[src/rtl/uart_rx_if.sv]
// rtl/uart_rx_if.sv - serial line in, received byte / status out for uart_rx
//
// Signals:
//   line       serial input, idle high, 8N1, LSB first (asynchronous to clk)
//   ack        consumer acknowledge of the held byte
//   data[7:0]  last correctly received byte
//   valid      level: data holds an unacknowledged byte
//   frame_err  one-cycle pulse: stop bit sampled low
//   overrun    one-cycle pulse: good byte dropped because valid was still high
//
// Modports: master = line driver / byte consumer, slave = receiver.
interface uart_rx_if;
  logic       line;
  logic       ack;
  logic [7:0] data;
  logic       valid;
  logic       frame_err;
  logic       overrun;

  modport master (output line, ack, input data, valid, frame_err, overrun);
  modport slave  (input line, ack, output data, valid, frame_err, overrun);
endinterface

[src/rtl/uart_rx.sv]
// rtl/uart_rx.sv - 8N1 UART receiver with held output byte, frame error and overrun pulses
//
// Ports:
//   clk   sole clock, rising edge
//   rst   asynchronous active-high reset
//   bus   uart_rx_if.slave: line/ack in; data/valid/frame_err/overrun out
// Parameter CLKS_PER_BIT: clk cycles per serial bit, even, 4..255.
module uart_rx #(
  parameter int CLKS_PER_BIT = 120
) (
  input  logic      clk,
  input  logic      rst,
  uart_rx_if.slave  bus
);

  localparam logic [7:0] H = 8'(CLKS_PER_BIT / 2);
  localparam logic [7:0] C = 8'(CLKS_PER_BIT);

  typedef enum logic [2:0] {IDLE, START, DATA, STOP, WAIT_HIGH} state_t;

  state_t     state, state_n;
  logic       sync1, sync2;
  logic [7:0] cnt, cnt_n;
  logic [2:0] idx, idx_n;
  logic [7:0] shift, shift_n;
  logic [7:0] data_q, data_n;
  logic       valid_q, valid_n;
  logic       ferr_q, ferr_n;
  logic       ovr_q, ovr_n;
  logic       s;

  // Two-flop synchronizer; resets to the idle (high) line level.
  always_ff @(posedge clk or posedge rst) begin
    if (rst) begin
      sync1 <= 1'b1;
      sync2 <= 1'b1;
    end else begin
      sync1 <= bus.line;
      sync2 <= sync1;
    end
  end

  assign s = sync2;

  always_ff @(posedge clk or posedge rst) begin
    if (rst) begin
      state   <= IDLE;
      cnt     <= 8'd0;
      idx     <= 3'd0;
      shift   <= 8'd0;
      data_q  <= 8'd0;
      valid_q <= 1'b0;
      ferr_q  <= 1'b0;
      ovr_q   <= 1'b0;
    end else begin
      state   <= state_n;
      cnt     <= cnt_n;
      idx     <= idx_n;
      shift   <= shift_n;
      data_q  <= data_n;
      valid_q <= valid_n;
      ferr_q  <= ferr_n;
      ovr_q   <= ovr_n;
    end
  end

  always_comb begin
    state_n = state;
    cnt_n   = cnt;
    idx_n   = idx;
    shift_n = shift;
    data_n  = data_q;
    valid_n = valid_q;
    ferr_n  = 1'b0;
    ovr_n   = 1'b0;

    // Acknowledge clears the held byte; a delivery in the same cycle
    // below overrides this and keeps valid high with the new byte.
    if (bus.ack && valid_q) valid_n = 1'b0;

    case (state)
      IDLE: begin
        cnt_n = 8'd0;
        if (!s) state_n = START;
      end
      START: begin
        // Re-check the line at mid start bit to reject short glitches.
        if (cnt == H - 8'd1) begin
          cnt_n   = 8'd0;
          idx_n   = 3'd0;
          state_n = s ? IDLE : DATA;
        end else begin
          cnt_n = cnt + 8'd1;
        end
      end
      DATA: begin
        if (cnt == C - 8'd1) begin
          cnt_n        = 8'd0;
          shift_n[idx] = s;
          if (idx == 3'd7) state_n = STOP;
          else             idx_n   = idx + 3'd1;
        end else begin
          cnt_n = cnt + 8'd1;
        end
      end
      STOP: begin
        if (cnt == C - 8'd1) begin
          cnt_n = 8'd0;
          if (s) begin
            state_n = IDLE;
            if (!valid_q || bus.ack) begin
              data_n  = shift;
              valid_n = 1'b1;
            end else begin
              ovr_n = 1'b1;
            end
          end else begin
            ferr_n  = 1'b1;
            state_n = WAIT_HIGH;
          end
        end else begin
          cnt_n = cnt + 8'd1;
        end
      end
      WAIT_HIGH: begin
        // A held-low (break) line must return high before a new start.
        cnt_n = 8'd0;
        if (s) state_n = IDLE;
      end
      default: begin
        state_n = IDLE;
        cnt_n   = 8'd0;
      end
    endcase
  end

  assign bus.data      = data_q;
  assign bus.valid     = valid_q;
  assign bus.frame_err = ferr_q;
  assign bus.overrun   = ovr_q;

endmodule
[src/flat_wrapper.sv]
// flat-port wrapper written by rule: the top's interface ports become plain ports
module uart_rx_flat 
#(
  parameter int CLKS_PER_BIT = 120
)
  (clk, rst, bus_line, bus_ack, bus_data, bus_valid, bus_frame_err, bus_overrun);
  uart_rx_if bus_i ();
  input  logic clk;
  input  logic rst;
  input wire logic [$bits(bus_i.line)-1:0] bus_line;
  input wire logic [$bits(bus_i.ack)-1:0] bus_ack;
  output wire logic [$bits(bus_i.data)-1:0] bus_data;
  output wire logic [$bits(bus_i.valid)-1:0] bus_valid;
  output wire logic [$bits(bus_i.frame_err)-1:0] bus_frame_err;
  output wire logic [$bits(bus_i.overrun)-1:0] bus_overrun;
  assign bus_i.line = bus_line;
  assign bus_i.ack = bus_ack;
  assign bus_data = bus_i.data;
  assign bus_valid = bus_i.valid;
  assign bus_frame_err = bus_i.frame_err;
  assign bus_overrun = bus_i.overrun;
  uart_rx #(.CLKS_PER_BIT(CLKS_PER_BIT)) u_core (.clk(clk), .rst(rst), .bus(bus_i));
endmodule
[config.mk]
export PLATFORM = sky130hd
export DESIGN_NAME = uart_rx_flat
export DESIGN_NICKNAME = d
export VERILOG_FILES = /design/src/rtl/uart_rx_if.sv /design/src/rtl/uart_rx.sv /design/src/flat_wrapper.sv
export SDC_FILE = /design/constraint.sdc
export NUM_CORES = 1
export LEC_CHECK = 0
export BUFFER_PORTS_ARGS = -buffer_cell sky130_fd_sc_hd__buf_2
export CAP_MARGIN = 20
export CORE_MARGIN = 2
export CORE_UTILIZATION = 55
export CTS_BUF_LIST = sky130_fd_sc_hd__clkbuf_8 sky130_fd_sc_hd__clkbuf_16
export DETAILED_ROUTE_END_ITERATION = 8
export PLACE_DENSITY = 0.83
export SLEW_MARGIN = 10
export SYNTH_ARGS = -nofsm -noshare
export SYNTH_HDL_FRONTEND = slang
export SYNTH_SLANG_ARGS = --single-unit
export TNS_END_PERCENT = 5
[constraint.sdc]
create_clock -name clk -period 2 [get_ports clk]
set_input_delay 0.6 -clock clk [delete_from_list [all_inputs] [get_ports clk]]
set_output_delay 0.6 -clock clk [all_outputs]
set_load 0.005 [all_outputs]
==> qor.yml <==
synth_warnings: 0
grt_pass1_vias: 1062
syn_inst: 131
avgSynthCellArea_um2: 12.3
synthArstFlopShare_pct: 100
internal_power_mw: 1.08
die-area_um2: 3370
reg2regPathDepth: 5
p_per_area_nw_per_um2: 720
ys_top_cells_by_area: "dfrtp_1, mux2_2, dfstp_2, nor2_1, ha_1"
timing.rr.start: "u_core.cnt[0]"
insertion_delay_ps: 290
ff2ff_setup_slack_ps: 140
synth_top_cell_by_area: "dfrtp_1"
htreeDepth: 2
critical_path_arrival_ps: 2030
postCtsSetupRepairBufs: 0
p_clk_share_pct: 44.8
drc_errors: 0
rows: 19
start_kind: "register"
place_congestion: 0.876
ir_worst_vdd_mv: 0.786
diodes: 0
outcome: "finished, final reports clean"
timing.fmax_mhz: 538
clock-skew-final_ps: 8.62
die_y_um: 58.1
crit_path_max_fanout: 6
die_x_um: 58.1
p_switching_uw: 252
leakagePower_nw: 0.914
cts.clk_slew.worst_paths_ps: 70
synth_edf_count: 0
cpMaxStageDelayCell: "mux2_2"
drtAntennaViolNets: 0
num_vias: 1042
holdCritStartpoint: "u_core.sync1"
wl_per_cell_um: 14.4
synth_ff_type: "dfrtp_1"
max_stage_delay_ps: 370
drv_slew: 0
grt_antenna_before_repair: 0
cts_tree: "done"
r2r_end: "u_core.shift[2]"
cts_root_buf: "clkbuf_8"
first_pass_iters: 4
combPwrFrac_pct: 1.7
hold_viol_final: 0
syn_to_final_growth_pct: 15.0
io_pins: 15
switching_share_pct: 18.9
dp_hpwl_mm: 1.97
setup_viol: 0
routed_via_density: 5.60
synth_area_um2: 1610
finalInstanceArea_um2: 1850
yosysSeqAreaShare_pct: 54.6
layout_setup_ws_ps: 142
numCtsBuffers: 5
clockBufferDepth: 2
worst_slew_pin_slew_ps: 417
seq_power_share_pct: 53.5
synth.most_common_cell: "dfrtp_1"
placed_cell_area_um2: 1740
min_delay_worst_endpoint: "u_core.s"
grt-ovfl-total: 0
synth_fp_nets: 138
maxCapViolations: 0
crit_path_cell_trace: "ha_1, and4_2, nand2_4, nor4_1, mux2_2"
relSlewSlack_pct: 72.2
cts.sinks: 35
synth_commonest_cells: "dfrtp_1, mux2_2, nor2_1, nand2_1, nand3_1"
place_ws_ps: 154
path_class: "reg2reg"
finalSetupTns_ps: 0
drt-initial-drc-count: 14
core_um2: 2760
required_ps: 2170
hold_buffers: 0
grt_max_degree: 36
hold_depth: 0
grt_usage_pct: 19.1
min_path_type: "reg2reg"
drive_gt1_share_pct: 34.2
endpoint_kind: "register"
portBuffers: 14
final_cells: 186
ys_seq_elements: 35
grt_pass1_wl_mm: 4.72
cts_resized: 0
start_util_pct: 58.3
drt-total-wl_mm: 2.68
nets: 161
layout_min_cycle_time_ps: 1860
synth.distinct_cells: 35
dp.cells: 178
fin_crit_sh_pct: 92.9
synth_top_area_share_pct: 51.4
how the worst max path moves through the flow:
stage / startpoint / endpoint / slack [ps] / cells after the start
after floorplan: u_core.cnt[0] / u_core.state[0] / 270 / 5
after global placement: u_core.cnt[0] / u_core.shift[2] / 210 / 5
after detailed placement: u_core.cnt[0] / u_core.shift[2] / 150 / 5
after CTS: u_core.cnt[0] / u_core.shift[1] / 150 / 5
after global routing: u_core.cnt[0] / u_core.shift[2] / -0.5 / 5
final: u_core.cnt[0] / u_core.shift[2] / 140 / 5
power groups by stage:
stage	Clock [mW]	Sequential, mW	Combinational [mW]
detailed placement	0	0.726	0.0238
global route	0.639	0.712	0.0268
global placement	0	0.726	0.0234
floorplan	0	0.726	0.0135
CTS	0.612	0.712	0.0239
finish	0.597	0.713	0.0226
registers in the layout (all words and copies together) (netlist names):
register and count:
u_core.idx 3, u_core.shift 8, u_core.cnt 8, u_core.bus.data 8, u_core.bus.overrun 1, u_core.sync1 1, u_core.state 3, u_core.s 1
u_core.bus.valid 1, u_core.bus.frame_err 1
layout by cell type, fill, tap and decap left out, types with 2 or more instances in the layout:
cell type,n
xor2_1,4
nor3_1,2
nand2b_1,2
buf_4,4
ha_1,3
a21oi_1,3
nand2_1,8
nor2_1,14
clkbuf_8,5
mux2i_1,3
or3b_4,2
buf_2,14
xnor2_1,2
nor4_1,3
inv_1,7
nand3_1,6
and3_1,2
nand4_1,3
dfstp_2,2
nor3b_2,2
dfrtp_1,33
mux2_2,16
metal layers:
layer | vias to the layer above | track usage (%) | wire, um | share of wire [%]
li1 | 504 | - | - | -
met1 | 513 | 25.6 | 1230 | 46
met2 | 18 | 27.9 | 1310 | 49
met3 | 7 | 5.13 | 90 | 3.4
met4 | 0 | 11.0 | 53 | 2.0
met5 | - | 0 | 0 | 0
critical path: cells and delay by family (launching register included):
family | cells | cell delay, ps
multiplexers | 1 | 370
AND/OR/NAND/NOR | 3 | 760
flip-flops | 1 | 360
adder cells (fa/ha/maj) | 1 | 250
per-stage QoR:
stage / power, mW / util, % / hold WS, ps
detailed placement: 0.749 / 62.9 / 350
CTS: 1.35 / 66.8 / 360
finish: 1.33 / 67.1 / 360
floorplan: 0.739 / - / 345
global placement: 0.749 / 62.9 / 346
global route: 1.38 / 67.1 / 366
cell families after synthesis:
family,share of synthesized area (%)
AOI/OAI and AO/OA,5.21
xor gates and xnor gates,3.27
adders and majority gates,2.33
buffers and inverters,1.87
DFF,54.6
muxes,14.0
and+or+nand+nor,18.7
final cells by class:
class | instances | area [um^2]
clock buffers | 5 | 68.8
clock inverters | 3 | 37.5
fillers | 208 | 908
inverters | 5 | 18.8
multi-input cells | 89 | 707
flip-flops and latches | 35 | 878
well taps | 31 | 38.8
repair buffers | 18 | 100
(Power assumes the default switching activity.)
